`config.mk`:
```
export PLATFORM = sky130hd
export DESIGN_NAME = roc_decoder
export DESIGN_NICKNAME = d
export VERILOG_FILES = /design/src/rtl/roc_decoder.sv
export SDC_FILE = /design/constraint.sdc
export NUM_CORES = 2
export LEC_CHECK = 0
export CORE_MARGIN = 8
export CORE_UTILIZATION = 33
export DETAILED_ROUTE_END_ITERATION = 8
export PLACE_DENSITY = 0.53
export SLEW_MARGIN = 10
export SYNTH_ARGS = -nofsm -noshare
export SYNTH_HDL_FRONTEND = slang
export SYNTH_SLANG_ARGS = --single-unit
```
`constraint.sdc`:
```
create_clock -name CLK -period 15.93 [get_ports CLK]
set_input_delay 1.593 -clock CLK [delete_from_list [all_inputs] [get_ports CLK]]
set_output_delay 1.593 -clock CLK [all_outputs]
set_load 0.02 [all_outputs]
```
`src/rtl/roc_decoder.sv`:
```
// -----------------------------------------------------------------------------
// roc_decoder
//   Receive side of the rank-order-coded AER link. Accepts 10-bit AER events
//   over a 4-phase REQ/ACK handshake, detects the two-marker preamble that
//   opens a frame, and records the arrival order (rank) of each pixel index.
//
// Ports
//   CLK          system clock
//   RST          synchronous active-high reset
//   AERIN_ADDR   AER address, stable while AERIN_REQ is high
//   AERIN_REQ    AER request (asynchronous, synchronised internally)
//   AERIN_ACK    AER acknowledge (registered)
//   RANK_ADDR    pixel index to read
//   RANK_DATA    rank of RANK_ADDR (0 = first to fire), combinational read
//   RANK_VALID   RANK_ADDR has fired in the current frame
//   RANK_COUNT   unique pixels received in the current frame
//   FRAME_ACTIVE frame in progress
//   FRAME_DONE   all IMAGE_SIZE pixels received
//   DUP_ERR      sticky duplicate-index flag for the current frame
//   DROP_PULSE   one-cycle pulse when an event is discarded
// -----------------------------------------------------------------------------
module roc_decoder #(
  parameter int         IMAGE_SIZE      = 256,
  parameter int         IMAGE_SIZE_BITS = $clog2(IMAGE_SIZE),
  parameter logic [9:0] MARKER          = 10'h1FF
) (
  input  logic                       CLK,
  input  logic                       RST,
  input  logic [9:0]                 AERIN_ADDR,
  input  logic                       AERIN_REQ,
  output logic                       AERIN_ACK,
  input  logic [IMAGE_SIZE_BITS-1:0] RANK_ADDR,
  output logic [IMAGE_SIZE_BITS-1:0] RANK_DATA,
  output logic                       RANK_VALID,
  output logic [IMAGE_SIZE_BITS:0]   RANK_COUNT,
  output logic                       FRAME_ACTIVE,
  output logic                       FRAME_DONE,
  output logic                       DUP_ERR,
  output logic                       DROP_PULSE
);

  // Storage is sized to the full index space so any RANK_ADDR reads safely;
  // entries at or above IMAGE_SIZE are never written and stay invalid.
  localparam int DEPTH = 1 << IMAGE_SIZE_BITS;
  localparam logic [9:0]               IMG_SIZE_A = 10'(IMAGE_SIZE);
  localparam logic [IMAGE_SIZE_BITS:0] IMG_SIZE_C = (IMAGE_SIZE_BITS + 1)'(IMAGE_SIZE);

  localparam logic       HS_IDLE = 1'b0;
  localparam logic       HS_HOLD = 1'b1;

  localparam logic [1:0] ST_IDLE = 2'd0;
  localparam logic [1:0] ST_ARM  = 2'd1;
  localparam logic [1:0] ST_RECV = 2'd2;
  localparam logic [1:0] ST_DONE = 2'd3;

  // ---------------------------------------------------------------------------
  // Request synchroniser and handshake
  // ---------------------------------------------------------------------------
  logic       req_meta_q;
  logic       req_s_q;
  logic       hs_state_q;
  logic       ack_q;
  logic [9:0] addr_q;
  logic       ev_valid_q;

  always_ff @(posedge CLK) begin
    if (RST) begin
      req_meta_q <= 1'b0;
      req_s_q    <= 1'b0;
      hs_state_q <= HS_IDLE;
      ack_q      <= 1'b0;
      addr_q     <= '0;
      ev_valid_q <= 1'b0;
    end else begin
      req_meta_q <= AERIN_REQ;
      req_s_q    <= req_meta_q;
      ev_valid_q <= 1'b0;
      case (hs_state_q)
        HS_IDLE: begin
          // AERIN_ADDR has been stable since before REQ rose, so it is safe
          // to capture directly once the synchronised request arrives.
          if (req_s_q) begin
            addr_q     <= AERIN_ADDR;
            ev_valid_q <= 1'b1;
            ack_q      <= 1'b1;
            hs_state_q <= HS_HOLD;
          end
        end
        default: begin
          if (!req_s_q) begin
            ack_q      <= 1'b0;
            hs_state_q <= HS_IDLE;
          end
        end
      endcase
    end
  end

  assign AERIN_ACK = ack_q;

  // ---------------------------------------------------------------------------
  // Frame state machine
  // ---------------------------------------------------------------------------
  logic [1:0]                 state_q, state_d;
  logic [IMAGE_SIZE_BITS:0]   count_q, count_d;
  logic                       dup_q, dup_d;
  logic                       drop_q, drop_d;
  logic [DEPTH-1:0]           valid_q, valid_d;
  logic [IMAGE_SIZE_BITS-1:0] rank_mem [DEPTH];

  logic                       wr_en;
  logic                       clr_all;
  logic                       is_marker;
  logic                       in_range;
  logic [IMAGE_SIZE_BITS-1:0] ev_idx;
  logic [IMAGE_SIZE_BITS:0]   count_inc;

  assign is_marker = (addr_q == MARKER);
  assign in_range  = (addr_q < IMG_SIZE_A);
  assign ev_idx    = addr_q[IMAGE_SIZE_BITS-1:0];
  assign count_inc = count_q + 1'b1;

  always_comb begin
    state_d = state_q;
    count_d = count_q;
    dup_d   = dup_q;
    drop_d  = 1'b0;
    wr_en   = 1'b0;
    clr_all = 1'b0;
    if (ev_valid_q) begin
      case (state_q)
        ST_IDLE: begin
          if (is_marker) state_d = ST_ARM;
          else           drop_d  = 1'b1;
        end
        ST_ARM: begin
          if (is_marker) begin
            state_d = ST_RECV;
            clr_all = 1'b1;
            count_d = '0;
            dup_d   = 1'b0;
          end else begin
            state_d = ST_IDLE;
            drop_d  = 1'b1;
          end
        end
        ST_RECV: begin
          // The marker is tested first; it lies outside the pixel range.
          if (is_marker) begin
            state_d = ST_ARM;
          end else if (!in_range) begin
            drop_d = 1'b1;
          end else if (valid_q[ev_idx]) begin
            dup_d = 1'b1;
          end else begin
            wr_en   = 1'b1;
            count_d = count_inc;
            if (count_inc == IMG_SIZE_C) state_d = ST_DONE;
          end
        end
        default: begin
          if (is_marker) state_d = ST_ARM;
          else           drop_d  = 1'b1;
        end
      endcase
    end
  end

  always_ff @(posedge CLK) begin
    if (RST) begin
      state_q <= ST_IDLE;
      count_q <= '0;
      dup_q   <= 1'b0;
      drop_q  <= 1'b0;
      valid_q <= '0;
    end else begin
      state_q <= state_d;
      count_q <= count_d;
      dup_q   <= dup_d;
      drop_q  <= drop_d;
      valid_q <= valid_d;
    end
  end

  // Per-pixel valid bit: cleared on frame start, set on first write.
  genvar gi;
  generate
    for (gi = 0; gi < DEPTH; gi++) begin : g_valid
      assign valid_d[gi] = clr_all ? 1'b0
                         : (valid_q[gi] | (wr_en && (ev_idx == IMAGE_SIZE_BITS'(gi))));
    end
  endgenerate

  // Rank storage is qualified by the valid bits, so it needs no reset.
  always_ff @(posedge CLK) begin
    if (wr_en) rank_mem[ev_idx] <= count_q[IMAGE_SIZE_BITS-1:0];
  end

  assign RANK_DATA    = rank_mem[RANK_ADDR];
  assign RANK_VALID   = valid_q[RANK_ADDR];
  assign RANK_COUNT   = count_q;
  assign FRAME_ACTIVE = (state_q == ST_RECV);
  assign FRAME_DONE   = (state_q == ST_DONE);
  assign DUP_ERR      = dup_q;
  assign DROP_PULSE   = drop_q;

endmodule

```
## Word-level counts from Yosys, hierarchy flattened

Memories as Yosys holds them, arrays and structs flattened.
Cells that the tools add are included.

| word-level totals | value |
|---|---|
| bits in registers | 284 |
| bits of input ports | 21 |
| memories kept | 1 |
| logic and storage cells | 850 |
| output and inout bits | 23 |
| RAM bits | 2048 |

| operators by class | value |
|---|---|
| muxes and demuxes | 39 |
| bitwise gates (word level) | 258 |
| reductions and logical operators | 268 |
| order comparisons | 3 |
| add/subtract/negate cells | 1 |
| equal/unequal tests | 269 |

Memories:

| memory | depth | bits a word | read ports | clocked after memory_dff | write ports | RTL line | RTL |
|---|---|---|---|---|---|---|---|
| rank_mem | 256 | 8 | 1 | 0 | 1 | 109 | `logic [IMAGE_SIZE_BITS-1:0] rank_mem [DEPTH];` |

Operators by type and width:

| cell | count |
|---|---|
| $eq 8x8->1 const B | 128 |
| $eq 8x7->1 const B | 64 |
| $eq 8x6->1 const B | 32 |
| $logic_and 1x1->1 | 256 |
| $or 1x1->1 | 256 |
| $eq 8x5->1 const B | 16 |
| $eq 8x4->1 const B | 8 |
| $mux 9 | 4 |
| $eq 8x3->1 const B | 4 |
| $mux 1 | 24 |
| $lt 8x9->1 const B | 2 |
| $pmux 9 s2 | 1 |
| $bmux 1 s8 | 2 |
| $eq 8x2->1 const B | 2 |
| $mux 2 | 6 |
| $reduce_and 6->1 | 2 |
| $eq 10x9->1 const B | 1 |
| $lt 10x9->1 const B | 1 |
| $add 9x1->9 const B | 1 |
| $eq 9x9->1 const B | 1 |
| $eq 8x1->1 const B | 1 |
| $logic_not 8->1 | 1 |
| $ne 2x2->1 const B | 4 |
| $ne 3x1->1 const B | 2 |
| 12 further kinds | 19 |

## Longest topological paths before layout

| logic depth | value |
|---|---|
| word-level depth | 9 |
| depth in mapped cells | 14 |
| mapped depth without buffers | 8 |

## Worst setup path before layout

Ideal clock, no wire load.

| path | value |
|---|---|
| kind | input -> output |
| start | input RANK_ADDR[0] |
| end | output RANK_DATA[0] |
| buffers on the path | 3 |
| stages on the path | 7 |
| slack | 9.494 ns |
| arrival time | 4.843 ns |
| required time | 14.337 ns |
| cells stage by stage | clkbuf_1 buf_1 buf_1 mux4_2 mux4_2 mux4_2 mux4_2 |

| between the ends | value |
|---|---|
| longest elaborated chain between the ends | 1 |

Ends and longest elaborated chain:

| item | RTL line | RTL |
|---|---|---|
| start, declared | 32 | `input logic [IMAGE_SIZE_BITS-1:0] RANK_ADDR,` |
| $mem_v2 256x8 | - |  |
| end, declared | 33 | `output logic [IMAGE_SIZE_BITS-1:0] RANK_DATA,` |

No other way between the ends.

## Final worst setup path

| path | value |
|---|---|
| start | input RANK_ADDR[0] |
| end | output RANK_DATA[7] |

Same word-level chain as after synthesis.

==> flow_summary.toml <==
[outcome]
run_status = "finished clean"

[clock_network]
postCtsResizedCells = 0
insertion_delay_ns = 0.97
hold_buffers = 0
h-tree-depth = 4
cts-buffers-inserted = 248
clock_tree.root_cell = "sky130_fd_sc_hd__clkbuf_16"
cts_setup_buffers = 0
clock_sink_count = 2332
worst_setup_hold_path_clk_slew_ns = 0.06
tritoncts = "yes"
max-clock-path-buffers = 4

[die]
die_width_um = 546
fp.dieArea_sq_mm = 0.298
ioPinCount = 44
die_y_um = 546
core_area_sq_mm = 0.279
start_util_pct = 33.2
std_cell_rows = 194

[worst_setup_path]
slowest_delay_ns = 0.80
crit_top_cell = "sky130_fd_sc_hd__mux4_2"
r2r_slack_ns = 9.36
worstReg2RegStart = "addr_q[1]"
worstSetupStartpointType = "primary input"
reg2regPathDepth = 11
regToRegEndpoint = "rank_mem[183][5]"
critical_path_peak_fanout = 86
kind_of_critical_path = "in -> out"
cp-end-kind = "output port"
crit_family = "buffers and inverters"
crit_slowest_cell = "sky130_fd_sc_hd__buf_4"
worst-endpoint-arrival_ns = 7.00
cp.buffers_inverters = 4
timing.critical_path.cells = "buf_8 > buf_12 > buf_4 > mux4_2 > mux4_2 > mux4_2 > mux4_2 > clkdlybuf4s50_1"
worstPathRequired_ns = 14.34

[worst_hold_path]
min-delay-start = "req_meta_q"
min_delay_worst_endpoint = "req_s_q"
timing.hold.worst.class = "reg -> reg"
hold_path_depth = 1

[final_layout]
fin_nets = 4561
final_layout_size_suffix_gt1_share_pct = 29.1
final_cell_area_sq_mm = 0.106
finish.utilization_pct = 37.9
flow.area_growth_from_synthesis_pct = 14.3
fill_cells = 25100

[power_and_ir_drop]
power.net_switching_w = 0.00269
power_switching_share_pct = 21.0
power.ir.vdd_worst_mv = 0.102
seq_power_share_pct = 51.1
p_comb_share_pct = 3.6
power.clock.fraction_pct = 45.3
cellInternalPower_w = 0.0101
power_per_cell_area_mw_per_mm2 = 121
static_leakage_nw = 34.5

[grt]
first_global_vias = 46600
maximum_number_of_pins_on_one_net_before_global_route_repair = 133
grt_overflow = 0
antenna_found_initial = 10
first_pass_grt_wire_length_um = 366000
grt_use_total_pct = 16.9

[sta]
setup_violations = 0
worst_hold_margin_ns = 0.457
skew_ns = 0.194
max_slew.worst_pin.slew_ns = 1.25
fin_ws_ns = 7.34
slew-limit-headroom_pct = 16.4
tns_ns = 0
final_period_minus_worst_setup_slack_ns = 8.59
final_min_period_over_clock_period_pct = 54.0
max_freq_mhz = 116
grt_setup_unrepaired = "no"
drv_slew = 0
finalHoldViolCount = 0

[drt]
detailroute.via_count = 45800
detail_route.vias_per_cell = 5.41
postRouteAntennaNets = 0
drt_pass1_iterations = 6
route.detailed.drc = 0
drt_first_iter_violations = 5092
wire_per_inst_um = 30.5
drt-total-wl_um = 258000

[synth]
synth_edf_count = 2048
dominantRegCellSynth = "sky130_fd_sc_hd__edfxtp_1"
postSynthNetCount = 4456
yosys_warnings = 0
ys_async_sr_fraction_pct = 0
yosys_reg_bits = 2332
postSynthCellCount = 4429
unique_masters_post_synth = 55
post_synth_instance_area_sq_mm = 0.0927
synth_seq_area_share_pct = 72.5
average_instance_area_after_synthesis_sq_um = 20.9

[placement]
io_buffer_count = 43
place_hpwl_um = 160000
placement.setup.worst_slack_ns = 7.27
gp_congestion = 0.802
dpl_cell_area_sq_mm = 0.0978

[run]
drv_cap = 0
## power groups by stage
stage               clock (W)  combinational, W  sequential (W)
global route          0.00613          0.000476         0.00655
detailed placement          0          0.000464         0.00668
global placement            0          0.000464         0.00668
floorplan                   0          0.000300         0.00668
CTS                   0.00592          0.000465         0.00655
finish                0.00581          0.000456         0.00655
## logic make-up (layout without fill, tap and decap cells)
family                     count (synthesis)  after routing  synth area share [%]
other                                      0              7                     0
DFF                                     2332           2332                  72.5
buffers and inverters                    321            629                  1.37
and+or+nand+nor                          588            588                  3.01
adders and majority gates                  6              6                0.0810
muxes                                    858            858                  20.4
xor gates and xnor gates                   1              1               0.00945
AOI/OAI and AO/OA                        323            323                  2.59
## sequential cells by signal, summed over array words and instances (netlist names)
register	count
rank_mem	2048
hs_state_q	1
state_q	2
DROP_PULSE	1
DUP_ERR	1
ev_valid_q	1
req_meta_q	1
addr_q	10
req_s_q	1
valid_q	256
RANK_COUNT	9
AERIN_ACK	1
## synth_stat cells, types with 4 or more instances
| library cell | number | area share [%] |
|---|---|---|
| sky130_fd_sc_hd__a211oi_1 | 9 | 0.073 |
| sky130_fd_sc_hd__nor2b_1 | 35 | 0.24 |
| sky130_fd_sc_hd__mux2_2 | 4 | 0.049 |
| sky130_fd_sc_hd__clkbuf_2 | 4 | 0.022 |
| sky130_fd_sc_hd__a311oi_1 | 5 | 0.047 |
| sky130_fd_sc_hd__a22oi_1 | 4 | 0.032 |
| sky130_fd_sc_hd__a31oi_1 | 84 | 0.57 |
| sky130_fd_sc_hd__buf_1 | 79 | 0.32 |
| sky130_fd_sc_hd__and3_1 | 83 | 0.56 |
| sky130_fd_sc_hd__nand2_1 | 97 | 0.39 |
| sky130_fd_sc_hd__a21o_1 | 5 | 0.041 |
| sky130_fd_sc_hd__mux2i_1 | 26 | 0.28 |
| sky130_fd_sc_hd__mux4_2 | 828 | 20 |
| sky130_fd_sc_hd__o21ai_0 | 6 | 0.032 |
| sky130_fd_sc_hd__edfxtp_1 | 2048 | 66 |
| sky130_fd_sc_hd__nor3b_1 | 8 | 0.065 |
| sky130_fd_sc_hd__and2_1 | 7 | 0.047 |
| sky130_fd_sc_hd__clkbuf_1 | 204 | 0.83 |
| sky130_fd_sc_hd__dfxtp_1 | 284 | 6.1 |
| sky130_fd_sc_hd__inv_1 | 5 | 0.020 |
| sky130_fd_sc_hd__a21oi_1 | 12 | 0.065 |
| sky130_fd_sc_hd__buf_2 | 22 | 0.12 |
| sky130_fd_sc_hd__nand2b_1 | 11 | 0.074 |
| sky130_fd_sc_hd__nand3_1 | 21 | 0.11 |
| sky130_fd_sc_hd__ha_1 | 6 | 0.081 |
| sky130_fd_sc_hd__nor4_1 | 6 | 0.041 |
| sky130_fd_sc_hd__o21a_1 | 129 | 1.0 |
| sky130_fd_sc_hd__nor3_1 | 15 | 0.081 |
| sky130_fd_sc_hd__nor2_1 | 263 | 1.1 |
| sky130_fd_sc_hd__and2b_1 | 35 | 0.28 |
| sky130_fd_sc_hd__a22o_1 | 47 | 0.44 |
## layout make-up
cell class | count | area (sq um) | share of cell area, %
flip-flops and latches | 2332 | 67200 | 63.5
diodes | 7 | 17.5 | 0.0165
clock buffers | 296 | 6460 | 6.10
clock inverters | 157 | 1690 | 1.59
repair buffers | 170 | 1450 | 1.37
inverters | 6 | 22.5 | 0.0213
well taps | 3724 | 4660 | 4.40
multi-input cells | 1776 | 24400 | 23.0
## metal layers
| metal | vias to the layer above | track usage [%] | share of wire, % | wire length, um |
|---|---|---|---|---|
| met1 | 25100 | 23.6 | 43 | 111000 |
| met3 | 315 | 3.20 | 6.6 | 16900 |
| met5 | - | 0 | 0.0050 | 13 |
| met4 | 2 | 3.55 | 2.1 | 5510 |
| li1 | 18800 | - | - | - |
| met2 | 1608 | 27.5 | 48 | 124000 |
## cells in the final DEF (no fill, tap or decap), drive strengths merged, types with 8 or more instances in the layout
| cell | netlist | routed |
|---|---|---|
| nor2b | 35 | 35 |
| nor2 | 263 | 263 |
| a22o | 47 | 47 |
| nand2b | 11 | 11 |
| inv | 5 | 12 |
| a211oi | 10 | 10 |
| and2b | 35 | 35 |
| edfxtp | 2048 | 2048 |
| buf | 107 | 133 |
| bufinv | 0 | 31 |
| clkdlybuf4s50 | 0 | 36 |
| nor3 | 15 | 15 |
| clkinv | 1 | 102 |
| a21oi | 13 | 13 |
| dfxtp | 284 | 284 |
| mux2i | 26 | 26 |
| and3 | 83 | 83 |
| mux4 | 828 | 828 |
| a31oi | 84 | 84 |
| nor3b | 8 | 8 |
| nand3 | 21 | 21 |
| clkbuf | 208 | 297 |
| o21a | 129 | 129 |
| clkinvlp | 0 | 18 |
| nand2 | 97 | 97 |
## stage by stage
stage               power [W]  cells
floorplan             0.00698   4429
global placement      0.00715   8008
detailed placement    0.00715   8008
CTS                    0.0129   8461
global route           0.0132   8463
finish                 0.0128   8468
## worst max path at each step
stage / depth (start not counted) / from / to / slack [ns]
final: 8 / RANK_ADDR[0] / RANK_DATA[7] / 7.34
after global routing: 8 / RANK_ADDR[0] / RANK_DATA[2] / 7.04
after CTS: 8 / RANK_ADDR[0] / RANK_DATA[2] / 7.26
after detailed placement: 8 / RANK_ADDR[0] / RANK_DATA[2] / 7.27
after global placement: 8 / RANK_ADDR[0] / RANK_DATA[2] / 7.25
after floorplan: 7 / RANK_ADDR[0] / RANK_DATA[0] / 9.49
Note: power is estimated with default switching activity, not from simulation.
